### config.mk
export PLATFORM = sky130hd
export DESIGN_NAME = fetch_prefetch_unit
export DESIGN_NICKNAME = d
export VERILOG_FILES = /design/src/rtl/cpu_pkg.sv /design/src/rtl/fetch_fifo.sv /design/src/rtl/fetch_prefetch_unit.sv
export SDC_FILE = /design/constraint.sdc
export NUM_CORES = 1
export LEC_CHECK = 0
export BUFFER_PORTS_ARGS = -buffer_cell sky130_fd_sc_hd__buf_2
export CORE_MARGIN = 10
export CORE_UTILIZATION = 45
export CTS_CLUSTER_DIAMETER = 30
export DETAILED_ROUTE_END_ITERATION = 7
export PLACE_DENSITY_LB_ADDON = 0.05
export SLEW_MARGIN = 25
export SYNTH_ARGS = -nofsm -noshare
export SYNTH_HDL_FRONTEND = slang
export SYNTH_HIERARCHICAL = 1
export SYNTH_SLANG_ARGS = --single-unit
### constraint.sdc
create_clock -name clk_i -period 3.8 [get_ports clk_i]
set_input_delay 0.19 -clock clk_i [delete_from_list [all_inputs] [get_ports clk_i]]
set_output_delay 0.19 -clock clk_i [all_outputs]
set_load 0.02 [all_outputs]
### src/rtl/cpu_pkg.sv
// Shared definitions for the fetch front end: reset PC, fetch FSM encoding, NOP word.
package cpu_pkg;

   localparam logic [31:0] RESET_PC_DEF = 32'h0000_0000;
   localparam logic [31:0] NOP_WORD     = 32'h0000_0000;

   typedef enum logic [1:0] {
      S_REQ  = 2'd0,
      S_WAIT = 2'd1,
      S_DROP = 2'd2
   } fetch_state_e;

endpackage

### src/rtl/fetch_fifo.sv
// First-word-fall-through prefetch queue; flush clears occupancy and rewinds both pointers.
module fetch_fifo #(
   parameter int  DEPTH = 4,
   parameter int  WIDTH = 64,
   localparam int AW    = $clog2(DEPTH)
) (
   input  logic             clk,
   input  logic             rst,
   input  logic             push,
   input  logic [WIDTH-1:0] push_data,
   input  logic             pop,
   input  logic             flush,
   output logic [AW:0]      count,
   output logic [WIDTH-1:0] head
);

   logic [WIDTH-1:0] mem [DEPTH];
   logic [AW-1:0]    wr_ptr;
   logic [AW-1:0]    rd_ptr;

   always_ff @(posedge clk) begin
      if (push && !flush) begin
         mem[wr_ptr] <= push_data;
      end
   end

   // Pointers wrap naturally because DEPTH is a power of two.
   always_ff @(posedge clk) begin
      if (rst || flush) begin
         wr_ptr <= '0;
         rd_ptr <= '0;
         count  <= '0;
      end else begin
         if (push) wr_ptr <= wr_ptr + 1'b1;
         if (pop)  rd_ptr <= rd_ptr + 1'b1;
         case ({push, pop})
            2'b10:   count <= count + 1'b1;
            2'b01:   count <= count - 1'b1;
            default: count <= count;
         endcase
      end
   end

   assign head = mem[rd_ptr];

endmodule

### src/rtl/fetch_prefetch_unit.sv
// IF-stage front end: PC ownership, single-outstanding imem fetch FSM, and the prefetch queue.
module fetch_prefetch_unit
   import cpu_pkg::*;
#(
   parameter int          DEPTH    = 4,
   parameter logic [31:0] RESET_PC = RESET_PC_DEF
) (
   input  logic        clk_i,
   input  logic        rst_i,
   output logic        imem_req_o,
   output logic [31:0] imem_addr_o,
   input  logic        imem_gnt_i,
   input  logic        imem_rvalid_i,
   input  logic [31:0] imem_rdata_i,
   input  logic        redirect_i,
   input  logic [31:0] redirect_pc_i,
   output logic        id_valid_o,
   input  logic        id_ready_i,
   output logic [31:0] id_pc_plus_4_o,
   output logic [31:0] id_instr_o
);

   localparam int CW = $clog2(DEPTH) + 1;

   fetch_state_e    state, state_nxt;
   logic [31:0]     fetch_pc;
   logic [31:0]     rsp_pc;
   logic [31:0]     redirect_aligned;
   logic [CW-1:0]   count;
   logic [63:0]     head;
   logic            fire;
   logic            push;
   logic            pop;
   logic            valid;

   assign redirect_aligned = redirect_pc_i & ~32'h3;

   // A request is only issued with a free slot, so the in-flight word always has room.
   assign imem_req_o  = (state == S_REQ) && (count < CW'(DEPTH)) && !rst_i;
   assign imem_addr_o = fetch_pc;
   assign fire        = imem_req_o && imem_gnt_i;

   assign push  = (state == S_WAIT) && imem_rvalid_i && !redirect_i;
   assign valid = (count != '0);
   assign pop   = valid && id_ready_i && !redirect_i;

   assign id_valid_o     = valid;
   assign id_pc_plus_4_o = valid ? head[63:32] : 32'h0;
   assign id_instr_o     = valid ? head[31:0]  : NOP_WORD;

   always_comb begin
      state_nxt = state;
      case (state)
         S_REQ:   if (fire) state_nxt = redirect_i ? S_DROP : S_WAIT;
         S_WAIT:  begin
            if (imem_rvalid_i)   state_nxt = S_REQ;
            else if (redirect_i) state_nxt = S_DROP;
         end
         S_DROP:  if (imem_rvalid_i) state_nxt = S_REQ;
         default: state_nxt = S_REQ;
      endcase
   end

   always_ff @(posedge clk_i) begin
      if (rst_i) begin
         state    <= S_REQ;
         fetch_pc <= RESET_PC;
         rsp_pc   <= 32'h0;
      end else begin
         state <= state_nxt;
         if (redirect_i)  fetch_pc <= redirect_aligned;
         else if (fire)   fetch_pc <= fetch_pc + 32'd4;
         if (fire)        rsp_pc   <= fetch_pc;
      end
   end

   fetch_fifo #(
      .DEPTH (DEPTH),
      .WIDTH (64)
   ) u_fifo (
      .clk       (clk_i),
      .rst       (rst_i),
      .push      (push),
      .push_data ({rsp_pc + 32'd4, imem_rdata_i}),
      .pop       (pop),
      .flush     (redirect_i),
      .count     (count),
      .head      (head)
   );

endmodule

==> results.txt, run 1 <==
headroom to the max-slew limit = 46.0%
fin. max-slew vios = 0
routed len/inst = 18.3 um
Req. time, crit path = 3.61 ns
Post-DP HPWL = 17900 um
initial core utilization = 45.5%
Worst Tran Pin Value = 0.803 ns
run status = completed
leading area contributor after synthesis = edfxtp_1
LEAKAGE = 6.44 nW
Max Cap Viol = 0
worst hold start = redirect_i
# clock sinks = 327
Simple-Gate Fraction of Synth Area = 10.6%
minimum clock period after layout = 2.76 ns
XOR/XNOR Fraction of Synth Area = 3.91%
H-tree depth = 3
switch share = 19.9%
Post-synth top cells = edfxtp_1, nand2_1, dfxtp_1
Die H = 193 um
DR iter-0 viols = 401
grt total ovfl = 0
CTS max path bufs = 3
ratio of cells with drive above 1 in the final layout = 30.3%
Syn Inst Count = 875
clock share of power = 59.2%
DRT Pass-1 Iters = 7
final WL = 29200 um
Setup Viol. Count Final = 0
core area = 29600 sq um
number of remaining DRC errors = 0
register area share after synthesis = 67.8%
CP endpoint kind = output port
setup total negative slack = 0 ns
Reg power frac = 38.0%
RD Place Congestion = 0.793
main combinational cell family by area after synthesis = multiplexers
CTS root buf = clkbuf_16
I/O pin cnt = 168
PD cells = 583 nW/um^2
port bufs = 163
vias in the first global route = 8853
Final nets = 1230
initial antenna violation count = 0
Setup Fix Bufs, Post-CTS = 0
number of synthesized flops with an enable pin = 256
total die area = 37200 sq um
area delta synth->final = 32.1%
Synth warnings = 6
fin area = 17800 sq um
die span in x = 193 um
top cell type's share of synthesized area = 57.2%
mux cell area share after synthesis = 11.1%
post-synth cell types = 46
Net Switching = 2.07 mW
CP Launch Type = flip-flop
ys flop type = edfxtp_1
CTS tree = yes
dpl ws = 1.14 ns
reg2reg start = state[0]$_SDFFE_PP0P_
combinational power share = 2.8%
Post-Synth Adder-Cell Area = 0.800%
largest cells by area after synthesis = edfxtp_1, dfxtp_1, mux4_2
Max VDD drop = 0.456 mV
Total GRT Usage = 16.1%
CP max FO = 40
Period Utilization, post-route = 72.7%
total power = 10.4 mW
total number of vias = 8102
final hold vios = 0
Post-DP Area = 14700 sq um
first-pass GRT wire length = 47300 um
fmax = 362 MHz
Clock Skews = 0.0204 ns
worst hold path class = input pin to flip-flop
Seq cells post-synth = 327
Netlist Area Pre-Place = 13400 sq um
ANT cells = 0
clock latency on the worst-skew pair = 0.54 ns
Internal = 8.29 mW
Mean Syn Cell Area = 15.4 sq um
Clock transition at path regs = 0.04 ns
Routed Antenna Nets = 0
drt via density = 5.07
Synth Area in Compound Gates = 3.12%
CTS Buf Count = 72
Finished Core Util = 60.1%
RSZ-0062 raised after global routing = false
row count = 63
Worst EP arrival = 2.57 ns
Synth async-reset ratio = 0%
hold_ws = 0.0444 ns
final non-filler cell total = 1597
placed cells = 1405
Setup CP Type = flip-flop to output port
final worst setup slack = 1.04 ns
most common cell in the netlist = edfxtp_1
largest net degree at the start of global routing = 66
==> flip-flops by register name, indices dropped and copies added (netlist names), named ones only <==
signal         flops
rsp_pc            30
u_fifo/count       3
state              2
u_fifo/mem       256
imem_addr_o       30
u_fifo/rd_ptr      2
u_fifo/wr_ptr      2
==> final cells by class <==
type,count,area [sq um]
Inverter,16,60.1
Fill cell,2344,11800
Timing Repair Buffer,240,1630
Clock buffer,88,1980
Sequential cell,327,9110
Tap cell,390,488
Clock inverter,41,475
Multi-Input combinational cell,495,4020
==> path summary, 6_finish.rpt <==
| path | to | slack (ns) | depth (start not counted) |
|---|---|---|---|
| worst max-delay path | id_pc_plus_4_o[17] | 1.04 | 4 |
| worst min-delay path | imem_addr_o[2]$_SDFFE_PP0P_ | 0.04 | 3 |
| worst max register to register | u_fifo/mem[0][49]$_DFFE_PP_ | 1.15 | 6 |
| worst min register to register | rsp_pc[31]$_SDFFE_PP0P_ | 0.46 | 2 |
==> cell usage in the layout (no fill, tap or decap), types with 6 or more instances in the layout <==
master           n
dlygate4sd3_1   63
conb_1          10
clkbuf_1         8
nand2_1         88
clkinv_1         7
nor3_1          10
edfxtp_1       256
and2_1          65
nand3_1         22
dfxtp_1         69
nand4_1         17
clkbuf_16       75
buf_4            8
ha_1             7
xor2_1          26
nor4_1           7
mux4_2          60
a211oi_1        20
a21oi_1         36
inv_1           16
clkinv_2        13
o21ai_0          6
buf_12           6
buf_2          163
xnor2_1         34
nor2_1          47
bufinv_16        9
==> per-layer routing <==
metal / vias to the layer above / wire (um) / track usage [%]
met5: - / 0 / 0
met4: 0 / 467 / 5.55
met3: 44 / 2090 / 4.77
met1: 3971 / 13000 / 20.7
li1: 3862 / - / -
met2: 225 / 13700 / 25.4
==> worst max-delay path, cell delays in order (launching register included) <==
cell and delay (ns):
dfxtp_4 0.69, buf_12 0.39, mux4_1 0.58, and2_1 0.17, buf_2 0.16
==> repair_timing <==
item	4_1_cts	5_1_grt
resized for setup	0	0
hold endpoints to repair	159	0
setup endpoints to repair	0	0
hold buffers	63	0
==> power by group through the flow <==
stage | sequential (mW) | clock (mW) | combinational, mW
2_1_floorplan | 4.02 | 0 | 0.111
3_3_place_gp | 4.00 | 0 | 0.236
3_5_place_dp | 4.00 | 0 | 0.239
4_1_cts | 3.94 | 6.25 | 0.290
5_1_grt | 3.94 | 6.43 | 0.321
6_report | 3.94 | 6.13 | 0.288
==> cells by family (layout without fill, tap and decap cells) <==
kind of cell    count (synthesis)  after routing
flops                         327            327
simple gates                  281            281
compound gates                 69             69
mux                            67             67
buf+inv                        62            385
xor+xnor                       60             60
fa+ha+maj                       8              8
other cells                     1             10
Note: power is estimated with default switching activity, not from simulation.
==> run 2: changes to the inputs <==
--- a/config.mk
+++ b/config.mk
@@ -5,6 +5,7 @@
 export SDC_FILE = /design/constraint.sdc
 export NUM_CORES = 1
 export LEC_CHECK = 0
+export ABC_AREA = 1
 export BUFFER_PORTS_ARGS = -buffer_cell sky130_fd_sc_hd__buf_2
 export CORE_MARGIN = 10
 export CORE_UTILIZATION = 45
==> constraint.sdc (replaced) <==
create_clock -name clk_i -period 2.75 [get_ports clk_i]
set_input_delay 0.1375 -clock clk_i [delete_from_list [all_inputs] [get_ports clk_i]]
set_output_delay 0.1375 -clock clk_i [all_outputs]
set_load 0.02 [all_outputs]
==> results.txt, run 2 <==
run status = completed (unchanged)
Fill cells = 2694 (was 2344)
Setup CP Type = flip-flop to output port (unchanged)
DR iter-0 viols = 583 (was 401)
register area share after synthesis = 63.0% (was 67.8%)
ratio of cells with drive above 1 in the final layout = 19.3% (was 30.3%)
CTS Buf Count = 75 (was 72)
total number of vias = 10900 (was 8102)
I/O pin cnt = 168 (unchanged)
Die H = 199 um (was 193 um)
LEAKAGE = 7.58 nW (was 6.44 nW)
leading area contributor after synthesis = edfxtp_1 (unchanged)
CTS tree = yes (unchanged)
headroom to the max-slew limit = 44.9% (was 46.0%)
initial core utilization = 45.7% (was 45.5%)
CP max FO = 66 (was 40)
top cell type's share of synthesized area = 53.2% (was 57.2%)
largest net degree at the start of global routing = 67 (was 66)
routed len/inst = 16.8 um (was 18.3 um)
RSZ-0062 raised after global routing = false (unchanged)
final WL = 36600 um (was 29200 um)
minimum clock period after layout = 2.59 ns
Clock transition at path regs = 0.05 ns (was 0.04 ns)
fmax = 387 MHz
Setup Viol. Count Final = 0 (unchanged)
first-pass GRT wire length = 58600 um (was 47300 um)
CP Launch Type = flip-flop (unchanged)
die span in x = 199 um (was 193 um)
worst hold start = redirect_i (unchanged)
Synth Area in Compound Gates = 11.1% (was 3.12%)
CTS root buf = clkbuf_16 (unchanged)
reg2reg start = state[0]$_SDFFE_PP0P_ (unchanged)
Synth warnings = 6 (unchanged)
CTS max path bufs = 3 (unchanged)
Worst EP arrival = 2.45 ns (was 2.57 ns)
Req. time, crit path = 2.61 ns (was 3.61 ns)
XOR/XNOR Fraction of Synth Area = 2.36% (was 3.91%)
# resized after CTS = 0 (unchanged)
drt via density = 5.02 (was 5.07)
number of remaining DRC errors = 0 (unchanged)
main combinational cell family by area after synthesis = simple AND/OR/NAND/NOR gates (was multiplexers)
Mean Syn Cell Area = 10.0 sq um (was 15.4 sq um)
Post-synth top cells = nor2_1, edfxtp_1, nand2_1 (was edfxtp_1, nand2_1, dfxtp_1)
vias in the first global route = 11100 (was 8853)
worst reg-to-reg setup slack = 0.66 ns (was 1.15 ns)
number of synthesized flops with an enable pin = 256 (unchanged)
RD Place Congestion = 0.837 (was 0.793)
Netlist Area Pre-Place = 14400 sq um (was 13400 sq um)
Hold EP = u_fifo/wr_ptr[0]$_SDFFE_PP0P_ (was imem_addr_o[2]$_SDFFE_PP0P_)
mux cell area share after synthesis = 0% (was 11.1%)
PD cells = 784 nW/um^2 (was 583 nW/um^2)
area delta synth->final = 31.3% (was 32.1%)
Reg-to-Reg End = u_fifo/mem[0][31]$_DFFE_PP_ (was u_fifo/mem[0][49]$_DFFE_PP_)
Post-DP Area = 15700 sq um (was 14700 sq um)
Setup Fix Bufs, Post-CTS = 0 (unchanged)
clock latency on the worst-skew pair = 0.56 ns (was 0.54 ns)
total die area = 39700 sq um (was 37200 sq um)
Simple-Gate Fraction of Synth Area = 15.7% (was 10.6%)
Syn Inst Count = 1443 (was 875)
Clock Skews = 0.0214 ns (was 0.0204 ns)
Worst Tran Pin Value = 0.825 ns (was 0.803 ns)
commonest non-fill, non-tap cell in the layout = nor2_1 (was edfxtp_1)
Total GRT Usage = 18.6% (was 16.1%)
final hold vios = 0 (unchanged)
hold depth = 6 (was 3)
fin area = 19000 sq um (was 17800 sq um)
H-tree depth = 3 (unchanged)
Max Cap Viol = 0 (unchanged)
Routed Antenna Nets = 0 (unchanged)
Max VDD drop = 0.437 mV (was 0.456 mV)
Post-Synth Adder-Cell Area = 0.745% (was 0.800%)
ANT cells = 0 (unchanged)
Post-DP HPWL = 22300 um (was 17900 um)
# clock sinks = 327 (unchanged)
fin. max-slew vios = 0 (unchanged)
Synth async-reset ratio = 0% (unchanged)
most frequent cells in the layout = nor2_1, edfxtp_1, buf_2, nand2_1, inv_1 (was edfxtp_1, buf_2, nand2_1, clkbuf_16, dfxtp_1)
# hold bufs at CTS = 65 (was 63)
R2R depth = 6 (unchanged)
initial antenna violation count = 0 (unchanged)
largest cells by area after synthesis = edfxtp_1, dfxtp_1, nor2_1 (was edfxtp_1, dfxtp_1, mux4_2)
grt total ovfl = 0 (unchanged)
hold_ws = 0.0642 ns (was 0.0444 ns)
post-synth cell types = 40 (was 46)
CP endpoint kind = output port (unchanged)
Seq cells post-synth = 327 (unchanged)
Top reg by flops = u_fifo/mem (unchanged)
worst hold path class = input pin to flip-flop (unchanged)
most common cell in the netlist = nor2_1 (was edfxtp_1)
port bufs = 163 (unchanged)
core area = 31600 sq um (was 29600 sq um)
ys flop type = edfxtp_1 (unchanged)
Largest register FFs = 256 (unchanged)
Period Utilization, post-route = 94.0%
Final nets = 1790 (was 1230)
DRT Pass-1 Iters = 5 (was 7)
row count = 65 (was 63)
[run 2: cell count changes in the layout (fill, tap and decap cells not counted), moves of 11 or more]
cell	previous run	this run
o21ai_0	6	121
o21ai_1	0	58
xor2_1	26	37
a21oi_1	36	56
o22ai_1	0	64
xnor2_1	34	2
mux4_2	60	0
nor2_1	47	270
and2_1	65	2
nand2_1	88	161
nand3_1	22	38
a211oi_1	20	0
inv_1	16	157
[run 2: worst max path at each step]
stage / from / to / slack (ns) / cells after the start
floorplan: redirect_i / u_fifo/mem[0][0]$_DFFE_PP_ / -0.44 / 7
global placement: state[0]$_SDFFE_PP0P_ / u_fifo/mem[2][28]$_DFFE_PP_ / 0.68 / 6
detailed placement: state[0]$_SDFFE_PP0P_ / u_fifo/mem[0][34]$_DFFE_PP_ / 0.67 / 6
CTS: flip-flop / id_pc_plus_4_o[24] / 0.11 / 7
global route: flip-flop / id_pc_plus_4_o[21] / 0.008 / 7
finish: flip-flop / id_instr_o[15] / 0.16 / 7
[run 2: per-stage QoR]
stage / util, % / setup TNS (ns) / setup slack (ns) / instances / power, mW
floorplan: - / -112.54 / -0.440 / 1452 / 5.82
global placement: 49.8 / 0 / 0.676 / 1972 / 6.01
detailed placement: 49.8 / 0 / 0.669 / 1972 / 6.02
CTS: 59.9 / 0 / 0.109 / 2174 / 15.0
global route: 59.9 / 0 / 0.00827 / 2174 / 15.4
finish: 59.9 / 0 / 0.165 / 2174 / 14.9
[run 2: layout make-up]
type / count / area, sq um / share of cell area (%)
clock inverter: 48 / 599 / 3.16
inverter: 162 / 611 / 3.22
multi-input combinational: 896 / 4400 / 23.2
timing repair buffer: 250 / 1770 / 9.33
sequential: 327 / 9110 / 48.1
clock buffer: 89 / 1970 / 10.4
tap: 402 / 503 / 2.65
[run 2: kinds of logic after synthesis]
family	after synthesis
AOI/OAI and AO/OA	304
xor gates and xnor gates	39
adders and majority gates	8
buffers and inverters	229
DFF	327
other	1
and+or+nand+nor	535
[run 2: power by group]
part           total, mW  internal [mW]  leakage [nW]  switching, mW
clock               8.86           6.07          1.24           2.79
combinational      0.512          0.202          3.43          0.310
sequential          5.50           5.41          2.92         0.0814
[run 2: critical path: stages, from the launching register on]
cell     delay, ns
dfxtp_4       0.48
inv_4         0.31
buf_12        0.32
nor2_1        0.08
o22ai_1       0.25
inv_1         0.06
nor2_1        0.11
buf_2         0.18
[run 2: routing by layer]
metal / part of all wire [%] / routed length, um / global-route usage (%) / up-vias
met5: 0 / 0 / 0 / -
met4: 2.3 / 832 / 6.64 / 0
met3: 5.4 / 1960 / 3.99 / 72
met2: 49 / 17800 / 31.6 / 276
met1: 44 / 16000 / 22.9 / 5108
li1: - / - / - / 5457
==> run 3: changes to the inputs <==
--- a/config.mk
+++ b/config.mk
@@ -5,12 +5,12 @@
 export SDC_FILE = /design/constraint.sdc
 export NUM_CORES = 1
 export LEC_CHECK = 0
-export ABC_AREA = 1
 export BUFFER_PORTS_ARGS = -buffer_cell sky130_fd_sc_hd__buf_2
 export CORE_MARGIN = 10
 export CORE_UTILIZATION = 45
 export CTS_CLUSTER_DIAMETER = 30
 export DETAILED_ROUTE_END_ITERATION = 7
+export HOLD_SLACK_MARGIN = 0.15
 export PLACE_DENSITY_LB_ADDON = 0.05
 export SLEW_MARGIN = 25
 export SYNTH_ARGS = -nofsm -noshare
==> results.txt, run 3 (synthesis gave the netlist of run 1 again) <==
run status = completed (unchanged)
total number of vias = 8159 (was 10900)
ANT cells = 0 (unchanged)
DR iter-0 viols = 419 (was 583)
Setup CP Type = flip-flop to flip-flop (was flip-flop to output port)
ratio of cells with drive above 1 in the final layout = 30.7% (was 19.3%)
# resized after CTS = 0 (unchanged)
crit path from = state[0]$_SDFFE_PP0P_
DRT Pass-1 Iters = 4 (was 5)
clock latency on the worst-skew pair = 0.55 ns (was 0.56 ns)
headroom to the max-slew limit = 58.0% (was 44.9%)
setup total negative slack = 0 ns (unchanged)
first-pass GRT wire length = 47800 um (was 58600 um)
WL met2 = 14000 um (was 17800 um)
Worst Tran Pin Value = 0.629 ns (was 0.825 ns)
area delta synth->final = 33.8% (was 31.3%)
register area = 9110 sq um (unchanged)
Total GRT Usage = 16.2% (was 18.6%)
routed len/inst = 18.2 um (was 16.8 um)
worst hold path class = input pin to flip-flop (unchanged)
Top reg by flops = u_fifo/mem (unchanged)
# clock sinks = 327 (unchanged)
Cell Chain, Critical Path = or4b_1 -> buf_4 -> or2_2 -> and3_1 -> a21oi_1 -> dlygate4sd3_1 -> o32ai_1 (was inv_4 -> buf_12 -> nor2_1 -> o22ai_1 -> inv_1 -> nor2_1 -> buf_2)
Multi-input gate area = 4020 sq um (was 4400 sq um)
row count = 63 (was 65)
drt via density = 5.04 (was 5.02)
port bufs = 163 (unchanged)
Clock Skews = 0.0200 ns (was 0.0214 ns)
CTS root buf = clkbuf_16 (unchanged)
core area = 29600 sq um (was 31600 sq um)
grt total ovfl = 0 (unchanged)
Period Utilization, post-route = 95.1% (was 94.0%)
placed cells = 1416 (was 1972)
final WL = 29400 um (was 36600 um)
most frequent cells in the layout = edfxtp_1, buf_2, nand2_1, clkbuf_16, dlygate4sd3_1 (was nor2_1, edfxtp_1, buf_2, nand2_1, inv_1)
Post-DP HPWL = 18300 um (was 22300 um)
total die area = 37200 sq um (was 39700 sq um)
I/O pin cnt = 168 (unchanged)
Final nets = 1250 (was 1790)
Crit-path slowest cell = or4b_1 (was dfxtp_4)
minimum clock period after layout = 2.62 ns (was 2.59 ns)
LEAKAGE = 6.55 nW (was 7.58 nW)
Die H = 193 um (was 199 um)
Max Cap Viol = 0 (unchanged)
Finished Core Util = 60.9% (was 59.9%)
CTS max path bufs = 3 (unchanged)
Max VDD drop = 0.450 mV (was 0.437 mV)
CP Launch Type = flip-flop (unchanged)
CP max FO = 5 (was 66)
vias in the first global route = 8895 (was 11100)
commonest non-fill, non-tap cell in the layout = edfxtp_1 (was nor2_1)
worst hold start = redirect_pc_i[29] (was redirect_i)
CP max stage delay = 0.65 ns (was 0.48 ns)
CTS Buf Count = 72 (was 75)
CTS tree = yes (unchanged)
Fill cells = 2324 (was 2694)
final hold vios = 0 (unchanged)
number of remaining DRC errors = 0 (unchanged)
M1 wire length = 13100 um (was 16000 um)
CP endpoint kind = flip-flop (was output port)
RSZ-0062 raised after global routing = false (unchanged)
met3 wire len = 1860 um (was 1960 um)
die span in x = 193 um (was 199 um)
RD Place Congestion = 0.794 (was 0.837)
Setup Viol. Count Final = 0 (unchanged)
final non-filler cell total = 1618 (was 2174)
Clock transition at path regs = 0.04 ns (was 0.05 ns)
fmax = 382 MHz (was 387 MHz)
H-tree depth = 3 (unchanged)
DR top layer = met4 (unchanged)
PD cells = 800 nW/um^2 (was 784 nW/um^2)
reg2reg start = state[0]$_SDFFE_PP0P_ (unchanged)
Worst EP arrival = 3.02 ns (was 2.45 ns)
largest net degree at the start of global routing = 66 (was 67)
Setup Fix Bufs, Post-CTS = 0 (unchanged)
initial antenna violation count = 0 (unchanged)
Routed Antenna Nets = 0 (unchanged)
initial core utilization = 45.5% (was 45.7%)
Req. time, crit path = 3.16 ns (was 2.61 ns)
Largest register FFs = 256 (unchanged)
fin. max-slew vios = 0 (unchanged)
-- run 3: path summary, 6_finish.rpt --
kind,endpoint,slack [ns],cells after the start
setup / recovery,imem_addr_o[26]$_SDFFE_PP0P_,0.13,7
hold / removal,imem_addr_o[29]$_SDFFE_PP0P_,0.32,4
setup reg to reg,imem_addr_o[26]$_SDFFE_PP0P_,0.13,7
hold reg to reg,rsp_pc[28]$_SDFFE_PP0P_,0.46,2
-- run 3: per-stage QoR --
step	worst slack (ns)	power (mW)	cell area [sq um]	hold slack, ns
finish	0.133	14.4	18000	0.325
floorplan	0.315	5.70	13500	0.236
CTS	0.146	14.6	18000	0.307
global placement	0.442	5.86	14800	0.341
global route	0.0432	14.9	18000	0.339
detailed placement	0.445	5.86	14800	0.345
-- run 3: cell type report --
class,instances,share of cell area [%]
Multi-Input combinational cell,495,22.3
Tap cell,390,2.71
Inverter,16,0.334
Clock inverter,43,3.03
Timing Repair Buffer,260,10.2
Sequential cell,327,50.7
Clock buffer,87,10.7
-- run 3: power breakdown --
part | internal (mW) | total (mW) | switching (mW)
combinational | 0.192 | 0.415 | 0.224
sequential | 5.37 | 5.44 | 0.0693
clock | 5.93 | 8.54 | 2.61
total | 11.5 | 14.4 | 2.90
-- run 3: metal layers --
layer / vias up / track usage [%]
met5: - / 0
met4: 0 / 5.84
met3: 35 / 4.59
met2: 218 / 25.6
met1: 3994 / 20.9
li1: 3912 / -
-- run 3: timing repair --
item | 4_1_cts | 5_1_grt
endpoints found under the setup margin | 0 | 0
hold endpoints to repair | 170 | 0
hold buffers | 72 | 0
-- run 3: worst max-delay path, delay by kind of cell, from the launching register on --
family	cells	cell delay [ns]
simple gates	3	1.19
buf+inv	2	0.77
flops	1	0.32
compound gates	2	0.18
